$ cat src/rtl/jtag_flush_sequencer.sv
// JTAG master: resets the TAP, loads IR, shifts a flush pattern through DR and
// checks that it comes back on TDO after CHAIN_LEN TCK cycles.
module jtag_flush_sequencer #(
  parameter int IR_WIDTH  = 4,
  parameter int PAT_WIDTH = 5,
  parameter int CNT_W     = 8
) (
  input  logic                 CLK,
  input  logic                 RST,
  input  logic                 START,
  input  logic [IR_WIDTH-1:0]  IR_CODE,
  input  logic [PAT_WIDTH-1:0] PATTERN,
  input  logic [CNT_W-1:0]     CHAIN_LEN,
  input  logic                 TDO_I,
  output logic                 TCK_O,
  output logic                 TMS_O,
  output logic                 TDI_O,
  output logic                 TRSTN_O,
  output logic                 BUSY,
  output logic                 DONE,
  output logic                 PASS,
  output logic                 ERR,
  output logic [PAT_WIDTH-1:0] RX_PAT
);
  localparam int MAX_LEN = (1 << CNT_W) - 1 - PAT_WIDTH;

  // Declaration order is the TAP walk order; the successor is state+1.
  typedef enum logic [3:0] {
    IDLE, RESET_TAP, RTI, SEL_DR, SEL_IR, CAP_IR, TO_SHIFT_IR, SHIFT_IR,
    UPD_IR, SEL_DR2, CAP_DR, TO_SHIFT_DR, SHIFT_DR, UPD_DR, END_RTI, FIN
  } state_t;

  state_t               state_q, state_d;
  logic                 phase_q, phase_d;
  logic [CNT_W-1:0]     cnt_q, cnt_d;
  logic [IR_WIDTH-1:0]  ir_q;
  logic [PAT_WIDTH-1:0] pat_q;
  logic [CNT_W-1:0]     len_q;
  logic [CNT_W-1:0]     n_last;
  logic [PAT_WIDTH-1:0] rx_nxt;
  logic                 last, len_bad, accept, ld, tms_d, tdi_d;

  assign len_bad = (CHAIN_LEN == '0) || (CHAIN_LEN > CNT_W'(MAX_LEN));
  assign accept  = (state_q == IDLE) && START;
  assign n_last  = len_q + CNT_W'(PAT_WIDTH - 1);
  assign rx_nxt  = PAT_WIDTH'({TDO_I, RX_PAT} >> 1);
  assign TCK_O   = phase_q;

  always_comb begin
    case (state_q)
      RESET_TAP: last = (cnt_q == CNT_W'(4));
      SHIFT_IR:  last = (cnt_q == CNT_W'(IR_WIDTH - 1));
      SHIFT_DR:  last = (cnt_q == n_last);
      default:   last = 1'b1;
    endcase
  end

  always_ff @(posedge CLK) begin
    if (RST) begin
      state_q <= IDLE;
      phase_q <= 1'b0;
      cnt_q   <= '0;
    end else begin
      state_q <= state_d;
      phase_q <= phase_d;
      cnt_q   <= cnt_d;
    end
  end

  // A TAP cycle advances only at the end of phase1 (TCK falling edge).
  always_comb begin
    state_d = state_q;
    phase_d = phase_q;
    cnt_d   = cnt_q;
    case (state_q)
      IDLE: if (START) begin
        state_d = len_bad ? FIN : RESET_TAP;
        phase_d = 1'b0;
        cnt_d   = '0;
      end
      FIN: state_d = IDLE;
      default: begin
        phase_d = ~phase_q;
        if (phase_q) begin
          if (last) begin
            state_d = state_t'(state_q + 4'd1);
            cnt_d   = '0;
          end else begin
            cnt_d = cnt_q + CNT_W'(1);
          end
        end
      end
    endcase
  end

  // TMS/TDI for the TAP cycle about to begin, registered on phase0 entry.
  always_comb begin
    tms_d = TMS_O;
    tdi_d = 1'b0;
    case (state_d)
      RESET_TAP, SEL_DR, SEL_IR, UPD_IR, SEL_DR2, UPD_DR: tms_d = 1'b1;
      RTI, CAP_IR, TO_SHIFT_IR, CAP_DR, TO_SHIFT_DR, END_RTI: tms_d = 1'b0;
      SHIFT_IR: begin
        tms_d = (cnt_d == CNT_W'(IR_WIDTH - 1));
        tdi_d = |(ir_q & (IR_WIDTH'(1) << cnt_d));
      end
      SHIFT_DR: begin
        tms_d = (cnt_d == n_last);
        tdi_d = |(pat_q & (PAT_WIDTH'(1) << cnt_d));
      end
      default: ;
    endcase
    BUSY = (state_q != IDLE) && (state_q != FIN);
    DONE = (state_q == FIN);
    ld   = (accept && !len_bad) || (BUSY && phase_q);
  end

  always_ff @(posedge CLK) begin
    if (RST) begin
      TMS_O   <= 1'b1;
      TDI_O   <= 1'b0;
      TRSTN_O <= 1'b0;
      PASS    <= 1'b0;
      ERR     <= 1'b0;
      RX_PAT  <= '0;
      ir_q    <= '0;
      pat_q   <= '0;
      len_q   <= '0;
    end else begin
      TRSTN_O <= 1'b1;
      if (accept) begin
        ir_q   <= IR_CODE;
        pat_q  <= PATTERN;
        len_q  <= CHAIN_LEN;
        PASS   <= 1'b0;
        ERR    <= len_bad;
        RX_PAT <= '0;
      end
      if (ld) begin
        TMS_O <= tms_d;
        TDI_O <= tdi_d;
      end
      // Samples k >= L shift in from the top so sample L lands in bit 0.
      if (state_q == SHIFT_DR && phase_q) begin
        if (cnt_q >= len_q) RX_PAT <= rx_nxt;
        if (last) PASS <= (rx_nxt == pat_q);
      end
    end
  end
endmodule

$ cat config.mk
export PLATFORM = sky130hd
export DESIGN_NAME = jtag_flush_sequencer
export DESIGN_NICKNAME = d
export VERILOG_FILES = /design/src/rtl/jtag_flush_sequencer.sv
export SDC_FILE = /design/constraint.sdc
export NUM_CORES = 1
export LEC_CHECK = 0
export ABC_AREA = 1
export CAP_MARGIN = 20
export CORE_UTILIZATION = 56
export DETAILED_ROUTE_END_ITERATION = 10
export PLACE_DENSITY = 0.8
export RECOVER_POWER = 100
export SLEW_MARGIN = 25
export SYNTH_ARGS = -nofsm -noshare
export SYNTH_HDL_FRONTEND = slang
export SYNTH_SLANG_ARGS = --single-unit
$ cat constraint.sdc
create_clock -name CLK -period 3.7 [get_ports CLK]
set_input_delay 0.74 -clock CLK [delete_from_list [all_inputs] [get_ports CLK]]
set_output_delay 0.74 -clock CLK [all_outputs]
set_load 0.01 [all_outputs]
# == Word level (Yosys, flattened, before mapping) ==
# Index checks and enable logic that the tools add are counted.
# word_totals
wordCells,88
register_bits,40
in_bits,21
# classes
add_sub_neg,3
shift,2
bitwise,4
eq_ne,26
order_cmp,2
n_mux,21
reduce_logical,18
# op_table
cell,count
$eq A4 B4 Y1 const B,9
$mux W8,3
$eq A4 B3 Y1 const B,5
$eq A8 B2 Y1 const B,2
$eq A8 B8 Y1,2
$mux W4,4
$pmux W8 S2,1
$mux W5,3
$reduce_or A6 Y1,2
$add A8 B1 Y8 const B,1
$add A8 B3 Y8 const B,1
$eq A4 B1 Y1 const B,2
$eq A4 B2 Y1 const B,2
$eq A8 B3 Y1 const B,1
$ge A8 B8 Y1,1
$gt A8 B8 Y1 const B,1
$logic_not A8 Y1,1
$pmux W4 S2,1
$reduce_bool A4 Y1,2
$shl A1 B8 Y4 const A,1
$shl A1 B8 Y5 const A,1
$and A5 B5 Y5,1
$eq A5 B5 Y1,1
$logic_and A1 B1 Y1,5
15 further kinds,23

# == Logic depth before layout (Yosys ltp) ==
# logic_depth
ltp_word,10
mapped_depth,29

# == Worst setup path before layout ==
# OpenSTA, ideal clock, no wires.
# synth_timing
path_kind,register to register
start,register state_q[0]
end,register TMS_O
setup_time_ns,0.059
t_arrival_ns,2.504
stages_incl_launch_ff,24
period_less_slack_ns,2.563
n_path_buf,2
required_ns,3.641
setup_slack_ns,1.137
path_cell_list,dfxtp_1 > inv_1 > ha_1 > inv_1 > nor2_4 > buf_6 > nand2_1 > xor2_1 > nand3_1 > nor2_1 > nand2_2 > nand2_4 > nand3_1 > nand3_2 > nand2_2 > nor2_4 > buf_6 > nand3_1 > xor2_1 > nor2_1 > nand3_1 > nand2_1 > nand2_1 > nand2_1
# synth_between
elab_chain_cells,9
# synth_lines
item,line_no,source
from (decl),33,"state_t state_q, state_d;"
from (signal assigned),64,state_q <= state_d;
$eq A4 B4 Y1 (tied with other cells),50,case (state_q)
$pmux W1 S3,50,
$mux W4,85,if (last) begin
$mux W4,84,if (phase_q) begin
$pmux W4 S2,75,case (state_q)
$eq A4 B2 Y1 (tied with other cells),100,case (state_d)
$reduce_or A6 Y1,100,
$reduce_bool A4 Y1 (no source line),--,
$reduce_and A2 Y1 (no source line),--,
to (signal assigned),140,TMS_O <= tms_d;
to (decl),16,"output logic TMS_O,"
# Several ways; a longest one is shown, not always the timed one.
# A chain may end at the register's enable or synchronous reset.

# == Worst setup path after layout ==
# Ends and elaborated chain as after synthesis.

==> impl_results.md <==
* Setup CP Type: flop to flop
* PwrDens at between 600 and 700 mW/mm2
* Syn Nets at ~460
* Cell Area, Placed at approximately 0.0031 mm2
* Max Freq at slightly above 300 MHz
* Setup violators final at 0
* TNS Setup at 0 ns
* Layout Skew at between 0.009 and 0.01 ns
* CTS Buf Count at 5
* Count of final max-slew check failures at 0
* Critical path's slowest cell: dfxtp_1
* Min Tclk post-route at between 3 and 4 ns
* Worst slew margin at 0.420
* Reg2reg start: state_q[0]
* Met1 GRT Util at 0.400
* CP Max Fanout at 12
* DP Worst Slack at approximately 0.5 ns
* Share of cells above drive strength 1 at 0.0590
* Vias at roughly 2900
* Initial antenna violation count at 0
* Layout Utilization at 0.677
* I/O pin total at 34
* Crit path top cell by count: nand2_1
* VDD IR max at 0.000327 V
* Final ANT Viol Nets at 0
* #FFs+latches synth at 40
* Core area at around 0.0047 mm2
* RR Endpoint: TMS_O
* Worst r2r path cells at 26
* Post-route cell area at 0.00320 mm2
* Bufs on Longest Clock Path at 2
* Setup crit end: TMS_O
* Post-synthesis cell count at around 430
* Final setup margin at between 0.4 and 0.5 ns
* Final antenna diode count at 0
* Clk_lat worst skew at ~0.29 ns
* Status: completed
* Slowest cell delay on critical path at 0.36 ns
* First-pass iteration count of the detailed router at 5
* Maxcap violations at 0
* Global-route wire length before repair at 11.7 mm
* Post-CTS setup buffers at 0
* Resized Gates After CTS at 0
* Final Cycle Share at 0.881
* Library cells used by synthesis at 39
* Hold WS at 0.464 ns
* Vias per cell at between 5 and 6
* Fill count at between 400 and 500
* Slew at the pin closest to its max-slew limit at approximately 0.87 ns
* Overall routed net length at 6.93 mm
* Sequential share of the synthesized area at 0.291
* Largest net degree at the start of global routing at 37
* DR iter-0 viols at 170
* R2R setup slack at 0.44 ns
* H-tree depth at 2
* Area Overhead vs Synth at 16.0%
* RSZ-0062 raised after global routing: no
* Post-DP HPWL at 5.32 mm
* Worst setup EP type: flop
* Hold_buf cts at 0
* Vias in the first global route at 2572
* Die area at 0.00521 mm2
* Root Driver: clkbuf_8
* Wire per inst at roughly 13 um
* Crit path launch type: flop
* Post-Synthesis Cell Area at ~0.0028 mm2
* Synth warn at 0
* FP Rows at 25
* Hold WC Path Type: flop to flop
* Grt met2 use at 0.459
* DRC Markers at 0
* Clock sinks at 40
* Syn_area_per_cell at approximately 6.5 um2
* Die height at 72.2 um
* Met3 usage at 0.0375
* Required time of the critical path at approximately 3.9 ns
* Crit path launch: state_q[0]
* GR Util All Layers at 0.283
* Clock slew at reported path FFs at approximately 0.080 ns
* Routability congestion estimate at around 0.94
* Horiz. Die Dim at between 70 and 80 um
* PortBufs at 33
* Fin. Hold Viols at 0
* Initial core utilization at 0.584
* Gr ovfl total at 0
* Net count, final at about 490
* Crit path DAT at around 3.5 ns
* Leakage Power at approximately 1.4 nW
* Gr busiest metal: met2
* CTS tree: built
==> metal layers <==
layer  part of all wire  wire [um]
met3              0.057        394
met2               0.46       3180
met4              0.011         74
met1               0.47       3280
met5                  0          0
==> kinds of logic (layout without fill, tap and decap cells) <==
logic type,Yosys count,in the layout,synth area share
adder cells (fa/ha/maj),13,13,0.0590
buffers and inverters,76,107,0.113
AO/OA/AOI/OAI,91,91,0.182
XOR/XNOR,5,5,0.0159
flip-flops,40,40,0.291
AND/OR/NAND/NOR,202,202,0.339
==> state kept, by name (all words and copies together) (netlist names) <==
name,count
ERR,1
TCK_O,1
state_q,4
pat_q,5
TDI_O,1
TMS_O,1
TRSTN_O,1
cnt_q,8
PASS,1
ir_q,4
len_q,8
RX_PAT,5
==> worst min path at each step <==
stage / from / endpoint / slack, ns / cells past startpoint
2_1_floorplan: ir_q[3] / ir_q[3] / 0.42 / 2
3_3_place_gp: ir_q[3] / ir_q[3] / 0.45 / 2
3_5_place_dp: ir_q[3] / ir_q[3] / 0.44 / 2
4_1_cts: PASS / PASS / 0.47 / 2
5_1_grt: ir_q[3] / ir_q[3] / 0.50 / 2
6_report: PASS / PASS / 0.46 / 2
==> where the power goes <==
part | internal (mW) | switching (mW) | total [mW]
Combinational | 0.351 | 0.735 | 1.09
Sequential | 0.524 | 0.0937 | 0.618
Clock | 0.152 | 0.151 | 0.303
Total | 1.03 | 0.980 | 2.01
==> synthesized netlist by cell type <==
library cell | instances | area, um2
nand2_1 | 93 | 349
inv_1 | 57 | 214
dfxtp_1 | 40 | 801
nand3_1 | 38 | 190
o21ai_0 | 33 | 165
a21oi_1 | 32 | 160
nor2_1 | 31 | 116
nand4_1 | 14 | 87.6
ha_1 | 13 | 163
clkbuf_1 | 7 | 26.3
o21ai_1 | 7 | 35.0
inv_2 | 6 | 22.5
nand2_2 | 5 | 31.3
xor2_1 | 5 | 43.8
a211oi_1 | 4 | 30.0
nor3_1 | 4 | 20.0
buf_6 | 3 | 33.8
nand3_2 | 3 | 30.0
nor2_2 | 3 | 18.8
nor2_4 | 3 | 33.8
nor4_1 | 3 | 18.8
o211ai_1 | 3 | 22.5
o22ai_1 | 3 | 18.8
o21a_1 | 2 | 15.0
a21boi_0 | 1 | 7.51
a221oi_1 | 1 | 8.76
a31oi_1 | 1 | 6.26
and2_1 | 1 | 6.26
buf_2 | 1 | 5.00
buf_4 | 1 | 7.51
clkinv_1 | 1 | 3.75
nand2_4 | 1 | 11.3
nand3b_1 | 1 | 7.51
o2111ai_1 | 1 | 8.76
o21ai_2 | 1 | 8.76
o221ai_1 | 1 | 8.76
o31ai_1 | 1 | 7.51
or2_0 | 1 | 6.26
or2_2 | 1 | 6.26
==> layout by cell type (no fill, tap or decap), types with 2 or more instances in the layout <==
| cell type | count |
|---|---|
| nand2_1 | 94 |
| inv_1 | 59 |
| dfxtp_1 | 40 |
| nand3_1 | 38 |
| o21ai_0 | 34 |
| nor2_1 | 32 |
| a21oi_1 | 32 |
| clkdlybuf4s50_1 | 20 |
| nand4_1 | 14 |
| ha_1 | 13 |
| dlygate4sd3_1 | 13 |
| o21ai_1 | 6 |
| clkbuf_8 | 6 |
| xor2_1 | 5 |
| inv_2 | 4 |
| nand2_2 | 4 |
| nor3_1 | 4 |
| a211oi_1 | 4 |
| nor2_4 | 3 |
| o211ai_1 | 3 |
| nand3_2 | 3 |
| nor4_1 | 3 |
| o22ai_1 | 3 |
| nor2_2 | 2 |
| o21a_1 | 2 |
| clkbuf_1 | 2 |
==> critical path, delay by kind of cell, from the launching register on <==
family                   cells  cell delay (ns)
AND/OR/NAND/NOR             22             2.29
flip-flops                   1             0.36
buffers and inverters        3             0.33
adder cells (fa/ha/maj)      1             0.22
==> per-stage QoR <==
step | cells | power (mW)
2_1_floorplan | 427 | 1.47
3_3_place_gp | 517 | 1.68
3_5_place_dp | 517 | 1.70
4_1_cts | 525 | 2.00
5_1_grt | 525 | 2.17
6_report | 525 | 2.01
==> final cells by class <==
cell class	instances	area [um2]	area share
Clock buffer	7	86.3	0.0270
Timing Repair Buffer	35	342	0.107
Inverter	64	240	0.0751
Sequential cell	40	801	0.250
Tap cell	67	83.8	0.0262
Multi-Input combinational cell	311	1640	0.512
Clock inverter	1	7.51	0.00235
Note: power is estimated with default switching activity, not from simulation.
